`src/rtl/rsc_frame_encoder.sv`:
```
// rsc_frame_encoder: LTE constituent RSC encoder (g0=13, g1=15 octal)
// with three-word trellis termination and valid/ready on both sides.
module rsc_frame_encoder #(
    parameter int K   = 40,
    parameter int M   = 6,
    parameter int AMP = 8
) (
    input  logic         clk_i,
    input  logic         rst_i,
    input  logic         en_i,
    input  logic         start_i,
    input  logic         in_valid_i,
    output logic         in_ready_o,
    input  logic         in_bit_i,
    output logic         out_valid_o,
    input  logic         out_ready_i,
    output logic         out_b1_o,
    output logic         out_b2_o,
    output logic [M-1:0] out_ba1_o,
    output logic [M-1:0] out_ba2_o,
    output logic         out_term_o,
    output logic         out_last_o,
    output logic         busy_o,
    output logic         frame_done_o
);

    localparam int CW = (K > 1) ? $clog2(K) : 1;

    localparam logic [1:0] S_IDLE  = 2'd0;
    localparam logic [1:0] S_ENC   = 2'd1;
    localparam logic [1:0] S_TERM  = 2'd2;
    localparam logic [1:0] S_FLUSH = 2'd3;

    localparam logic [M-1:0] LLR_P = M'(AMP);
    localparam logic [M-1:0] LLR_N = M'(-AMP);
    localparam logic [CW-1:0] CNT_LAST = CW'(K - 1);

    logic [1:0]    state_q, state_d;
    logic [2:0]    s_q, s_d;
    logic [CW-1:0] cnt_q, cnt_d;
    logic [1:0]    tcnt_q, tcnt_d;
    logic          valid_q, valid_d;
    logic          b1_q, b1_d;
    logic          b2_q, b2_d;
    logic          term_q, term_d;
    logic          last_q, last_d;
    logic          done_q, done_d;
    logic [M-1:0]  ba1_q, ba1_d;
    logic [M-1:0]  ba2_q, ba2_d;

    logic slot_free;
    logic out_xfer;
    logic in_rdy;
    logic a_enc;
    logic load;
    logic nb1, nb2, nterm, nlast;

    assign slot_free = !valid_q || out_ready_i;
    assign out_xfer  = en_i && valid_q && out_ready_i;
    assign in_rdy    = en_i && (state_q == S_ENC) && slot_free;
    // s_q = {s1, s2, s3}; feedback a = u ^ s2 ^ s3
    assign a_enc     = in_bit_i ^ s_q[1] ^ s_q[0];

    // Next-state: frame FSM, trellis, counters and the one-word output slot
    always_comb begin
        state_d = state_q;
        s_d     = s_q;
        cnt_d   = cnt_q;
        tcnt_d  = tcnt_q;
        valid_d = valid_q;
        b1_d    = b1_q;
        b2_d    = b2_q;
        term_d  = term_q;
        last_d  = last_q;
        done_d  = done_q;
        ba1_d   = ba1_q;
        ba2_d   = ba2_q;
        load    = 1'b0;
        nb1     = 1'b0;
        nb2     = 1'b0;
        nterm   = 1'b0;
        nlast   = 1'b0;
        if (en_i) begin
            done_d = 1'b0;
            if (out_xfer) begin
                valid_d = 1'b0;
            end
            case (state_q)
                S_IDLE: begin
                    if (start_i) begin
                        state_d = S_ENC;
                        s_d     = 3'b000;
                        cnt_d   = '0;
                    end
                end
                S_ENC: begin
                    if (in_valid_i && slot_free) begin
                        load  = 1'b1;
                        nb1   = in_bit_i;
                        nb2   = a_enc ^ s_q[2] ^ s_q[0];
                        s_d   = {a_enc, s_q[2], s_q[1]};
                        cnt_d = cnt_q + 1'b1;
                        if (cnt_q == CNT_LAST) begin
                            state_d = S_TERM;
                            tcnt_d  = 2'd0;
                        end
                    end
                end
                S_TERM: begin
                    if (slot_free) begin
                        load   = 1'b1;
                        nb1    = s_q[1] ^ s_q[0];
                        nb2    = s_q[2] ^ s_q[0];
                        nterm  = 1'b1;
                        nlast  = (tcnt_q == 2'd2);
                        s_d    = {1'b0, s_q[2], s_q[1]};
                        tcnt_d = tcnt_q + 2'd1;
                        if (tcnt_q == 2'd2) begin
                            state_d = S_FLUSH;
                        end
                    end
                end
                default: begin
                    if (out_xfer && last_q) begin
                        state_d = S_IDLE;
                        done_d  = 1'b1;
                    end
                end
            endcase
            if (load) begin
                valid_d = 1'b1;
                b1_d    = nb1;
                b2_d    = nb2;
                term_d  = nterm;
                last_d  = nlast;
                ba1_d   = nb1 ? LLR_N : LLR_P;
                ba2_d   = nb2 ? LLR_N : LLR_P;
            end
        end
    end

    // State registers with synchronous active-high reset
    always_ff @(posedge clk_i) begin
        if (rst_i) begin
            state_q <= S_IDLE;
            s_q     <= 3'b000;
            cnt_q   <= '0;
            tcnt_q  <= 2'd0;
            valid_q <= 1'b0;
            b1_q    <= 1'b0;
            b2_q    <= 1'b0;
            term_q  <= 1'b0;
            last_q  <= 1'b0;
            done_q  <= 1'b0;
            ba1_q   <= '0;
            ba2_q   <= '0;
        end else begin
            state_q <= state_d;
            s_q     <= s_d;
            cnt_q   <= cnt_d;
            tcnt_q  <= tcnt_d;
            valid_q <= valid_d;
            b1_q    <= b1_d;
            b2_q    <= b2_d;
            term_q  <= term_d;
            last_q  <= last_d;
            done_q  <= done_d;
            ba1_q   <= ba1_d;
            ba2_q   <= ba2_d;
        end
    end

    assign in_ready_o   = in_rdy;
    assign out_valid_o  = valid_q && en_i;
    assign out_b1_o     = b1_q;
    assign out_b2_o     = b2_q;
    assign out_ba1_o    = ba1_q;
    assign out_ba2_o    = ba2_q;
    assign out_term_o   = term_q;
    assign out_last_o   = last_q;
    assign busy_o       = (state_q != S_IDLE);
    assign frame_done_o = done_q;

endmodule

```
`config.mk`:
```
export PLATFORM = sky130hd
export DESIGN_NAME = rsc_frame_encoder
export DESIGN_NICKNAME = d
export VERILOG_FILES = /design/src/rtl/rsc_frame_encoder.sv
export SDC_FILE = /design/constraint.sdc
export NUM_CORES = 1
export LEC_CHECK = 0
export ABC_AREA = 1
export CAP_MARGIN = 20
export CORE_MARGIN = 1.5
export CORE_UTILIZATION = 50
export DETAILED_ROUTE_END_ITERATION = 7
export PLACE_DENSITY = 0.84
export SETUP_SLACK_MARGIN = 0.1
export SKIP_CTS_REPAIR_TIMING = 1
export SLEW_MARGIN = 20
export SYNTH_ARGS = -nofsm -noshare
export SYNTH_HDL_FRONTEND = slang
export SYNTH_SLANG_ARGS = --single-unit
```
`constraint.sdc`:
```
create_clock -name clk_i -period 2.66 [get_ports clk_i]
set_input_delay 0.532 -clock clk_i [delete_from_list [all_inputs] [get_ports clk_i]]
set_output_delay 0.532 -clock clk_i [all_outputs]
set_load 0.02 [all_outputs]
```
==> reports/summary.txt, run 1 <==
reg2reg path depth: 10
crit start category: input pin
fin nets: 231
Detail Route Antenna Nets: 0
Worst Path Required: 2.13 ns
initial antenna violation count: 0
pwr dens: 597 nW/um2
met3 usage: 0.0278
main flop type after synthesis: dfxtp_1
reg2reg start: state_q[0]
area delta synth->final: 16.8%
Layout fillers: 220
Arrival @ worst endpoint: 1.85 ns
hold path endpoint: out_term_o
initial DRC count: 19
CTS Sinks: 20
CP Max Fanout: 5
dpl hpwl: 1940 um
Leakage: 0.643 nW
# rows: 18
clk slew on worst S/H paths: 0.11 ns
Pre-antenna DRT Iters: 4
number of diodes: 0
Max Freq: 420 MHz
gpl congestion: 0.875
setup tns final: 0 ns
die area: 2890 um2
Overflow after GRT: 0
Worst Skew: 0.000594 ns
pre-CTS WS: 0.133 ns
die height: 53.8 um
met2 Use GR: 0.319
Final Hold Viols: 0
Setup CP Type: in -> out
Cells after DPL: 243
TritonCTS Buffers: 3
Final WS setup: 0.280 ns
PortBufs: 20
clock buffer depth: 2
most common cell after layout, fill and taps aside: nand2_1
Final min period: 2.38 ns
vias in the first global route: 1,031
beginning of the worst hold path: out_term_o
Via-to-Cell Ratio: 4.84
Yosys reg bits: 20
Finished Layout Cells: 247
die span in x: 53.8 um
sequential fraction of the synthesis area: 0.310
synth unique cells: 24
Core Area: 2450 um2
maxcap violations: 0
crit path capture type: output pin
TritonCTS clock tree: done
IO Pins: 27
fin crit share: 0.895
busiest layer in global routing: met2
most frequent cells in the layout: 48 x nand2_1, 26 x inv_1, 26 x nor2_1
# DRC: 0
htree depth: 1
Post-synth EDFFs: 0
Avg Inst Size Synth: 6.48 um2
worst hold path class: reg -> reg
GRT Total Usage: 0.195
placed instance area: 1470 um2
clock root cell: clkbuf_4
Worst-Skew Late Latency: 0.30 ns
R2R Path End: s_q[2]
GRT met1 Usage: 0.260
RSZ-0062 raised after global routing: no
WL final: 2460 um
WL/cell: 9.94 um
final instance area: 1510 um2
vias: 1,196
fraction of layout cells with a size suffix above 1: 0.0783
status: finished clean
global-route wire length before repair: 4220 um
worst-case vdd ir drop: 0.417 mV
R2R Setup Slk: 1.01 ns
Netlist Area Pre-Place: 1290 um2
endpoints failing setup: 0
Initial Util: 0.525
fin. max-slew vios: 0
hold depth: 2
FFs w/ async S/R, synth: 0
Syn. warnings: 0
largest net degree at the start of global routing: 12
WHS: 0.477 ns
Syn Inst Count: 199
==> state kept, by name (all words and copies together) (netlist names) <==
signal and cells:
tcnt_q 2, out_ba2_o 1, valid_q 1, s_q 3
out_ba1_o 2, out_term_o 1, frame_done_o 1, out_last_o 1
state_q 2, cnt_q 6
==> worst max-delay path: stages <==
cell and delay [ns]:
clkdlybuf4s50_1 0.57, nand2_1 0.08, inv_1 0.08, clkdlybuf4s50_1 0.59
==> layout make-up <==
class	count	area [um2]	area share
Clock buffer	4	36.3	0.0241
Inverter	28	105	0.0698
Multi-Input combinational cell	144	717	0.476
Sequential cell	20	400	0.266
Tap cell	30	37.5	0.0249
Timing Repair Buffer	21	210	0.140
==> stage by stage <==
stage | utilization | power, mW
5_1_grt | 0.614 | 0.971
3_3_place_gp | 0.598 | 0.724
2_1_floorplan | - | 0.635
6_report | 0.614 | 0.899
3_5_place_dp | 0.598 | 0.729
4_1_cts | 0.613 | 0.909
==> Yosys cell counts, types with 3 or more instances <==
master | number | area share
a21oi_1 | 17 | 0.066
buf_4 | 11 | 0.064
dfxtp_1 | 20 | 0.31
ha_1 | 6 | 0.058
inv_1 | 26 | 0.076
nand2_1 | 48 | 0.14
nand2_2 | 3 | 0.015
nand3_1 | 18 | 0.070
nor2_1 | 26 | 0.076
o21ai_0 | 4 | 0.016
==> metal layers <==
layer	up-vias	wire, um
met1	514	1210
met3	4	111
met4	0	26
met5	-	0
met2	30	1110
li1	648	-
==> worst max-delay path by stage <==
| stage | from | end |
|---|---|---|
| after floorplan | state_q[1] | in_ready_o |
| after global placement | en_i | in_ready_o |
| after detailed placement | en_i | in_ready_o |
| after CTS | en_i | in_ready_o |
| after global routing | en_i | out_valid_o |
| final | en_i | out_valid_o |
==> kinds of logic after synthesis <==
kind of cell,Yosys count,synth area share
and+or+nand+nor,106,0.367
buffers and inverters,40,0.148
AOI/OAI and AO/OA,23,0.0931
DFF,20,0.310
adders and majority gates,6,0.0582
xor gates and xnor gates,3,0.0204
other,1,0.00291
==> report_power, final <==
group          leakage, nW  internal (mW)  switching (mW)
logic                0.460          0.136           0.238
clock network       0.0210         0.0834          0.0937
registers            0.162          0.327          0.0219
total                0.643          0.546           0.354
(Power assumes the default switching activity.)
==> run 2: changes to the inputs <==
- CORE_MARGIN: 1.5 -> 1
==> reports/summary.txt, run 2 (synthesis gave the netlist of run 1 again) <==
reg2reg path depth: 10
WL final: 2560 um
initial antenna violation count: 0
Leakage: 0.643 nW
max reg flops: 6
GRT Total Usage: 0.210
# DRC: 0
worst-case vdd ir drop: 0.351 mV
PortBufs: 20
endpoints failing setup: 0
fin nets: 231
vias in the first global route: 1,073
TritonCTS Buffers: 3
TritonCTS clock tree: done
area taken by multi-input logic gates: 717 um2
crit path capture type: output pin
area delta synth->final: 16.8%
Layout fillers: 243
CTS Sinks: 20
fin crit share: 0.894
Via-to-Cell Ratio: 4.91
die span in x: 52.8 um
setup tns final: 0 ns
Final min period: 2.38 ns
htree depth: 1
crit start category: input pin
largest registers: cnt_q: 6 flops, s_q: 3 flops
Core Area: 2450 um2
# rows: 18
WL/cell: 10.4 um
Worst Path Required: 2.13 ns
number of diodes: 0
R2R Setup Slk: 0.97 ns
IO Pins: 27
CP Max Fanout: 5
die height: 52.8 um
global-route wire length before repair: 4320 um
Worst Skew: 0.00452 ns
worst hold path class: reg -> reg
reg2reg start: state_q[0]
pwr dens: 605 nW/um2
Power, Total: 0.911 mW
hold path endpoint: frame_done_o
Worst-Skew Late Latency: 0.31 ns
hold depth: 2
Arrival @ worst endpoint: 1.85 ns
beginning of the worst hold path: frame_done_o
register area: 400 um2
R2R Path End: s_q[2]
most common cell after layout, fill and taps aside: nand2_1
fin. max-slew vios: 0
Final Hold Viols: 0
initial DRC count: 19
most frequent cells in the layout: 48 x nand2_1, 26 x inv_1, 26 x nor2_1
die area: 2790 um2
gpl congestion: 0.872
dpl hpwl: 1990 um
RSZ-0062 raised after global routing: no
vias: 1,214
fraction of layout cells with a size suffix above 1: 0.0783
status: finished clean
clock root cell: clkbuf_4
WHS: 0.470 ns
clock buffer depth: 2
maxcap violations: 0
Overflow after GRT: 0
Max Freq: 421 MHz
largest net degree at the start of global routing: 16
Biggest register: cnt_q
Initial Util: 0.525
Cells after DPL: 243
Finished Layout Cells: 247
Setup CP Type: in -> out
clk slew on worst S/H paths: 0.12 ns
Pre-antenna DRT Iters: 4
Detail Route Antenna Nets: 0
-- run 2: cell counts in the layout (fill, tap and decap cells not counted) --
Identical to the previous run, type by type.
-- run 2: per-layer routing --
metal | up-vias | part of all wire | GRT usage
li1 | 645 | - | -
met1 | 539 | 0.51 | 0.268
met2 | 25 | 0.44 | 0.350
met3 | 5 | 0.035 | 0.0290
met4 | 0 | 0.019 | 0.0833
met5 | - | 0 | 0
-- run 2: how the worst max path moves through the flow --
stage	slack (ns)	startpoint	to	cells past startpoint
2_1_floorplan	0.94	state_q[1]	in_ready_o	4
3_3_place_gp	0.13	en_i	in_ready_o	4
3_5_place_dp	0.10	en_i	in_ready_o	4
4_1_cts	0.09	en_i	in_ready_o	4
5_1_grt	0.24	en_i	out_valid_o	4
6_report	0.28	en_i	out_valid_o	4
-- run 2: cell type report --
| class | count | area share |
|---|---|---|
| Sequential cell | 20 | 0.266 |
| Tap cell | 30 | 0.0249 |
| Clock buffer | 4 | 0.0241 |
| Timing Repair Buffer | 21 | 0.140 |
| Inverter | 28 | 0.0698 |
| Multi-Input combinational cell | 144 | 0.476 |
-- run 2: through the flow --
stage	cell area, um2	utilization	setup WS (ns)
2_1_floorplan	1310	-	0.943
6_report	1510	0.614	0.283
3_5_place_dp	1470	0.598	0.103
5_1_grt	1510	0.614	0.242
4_1_cts	1500	0.613	0.0938
3_3_place_gp	1470	0.598	0.130
-- run 2: power breakdown --
group / switching, mW / internal (mW)
sequential: 0.0219 / 0.327
clock: 0.100 / 0.0836
combinational: 0.242 / 0.136
-- run 2: critical path: stages --
cell and delay (ns):
clkdlybuf4s50_1 0.58, nand2_1 0.07, inv_1 0.07, clkdlybuf4s50_1 0.59
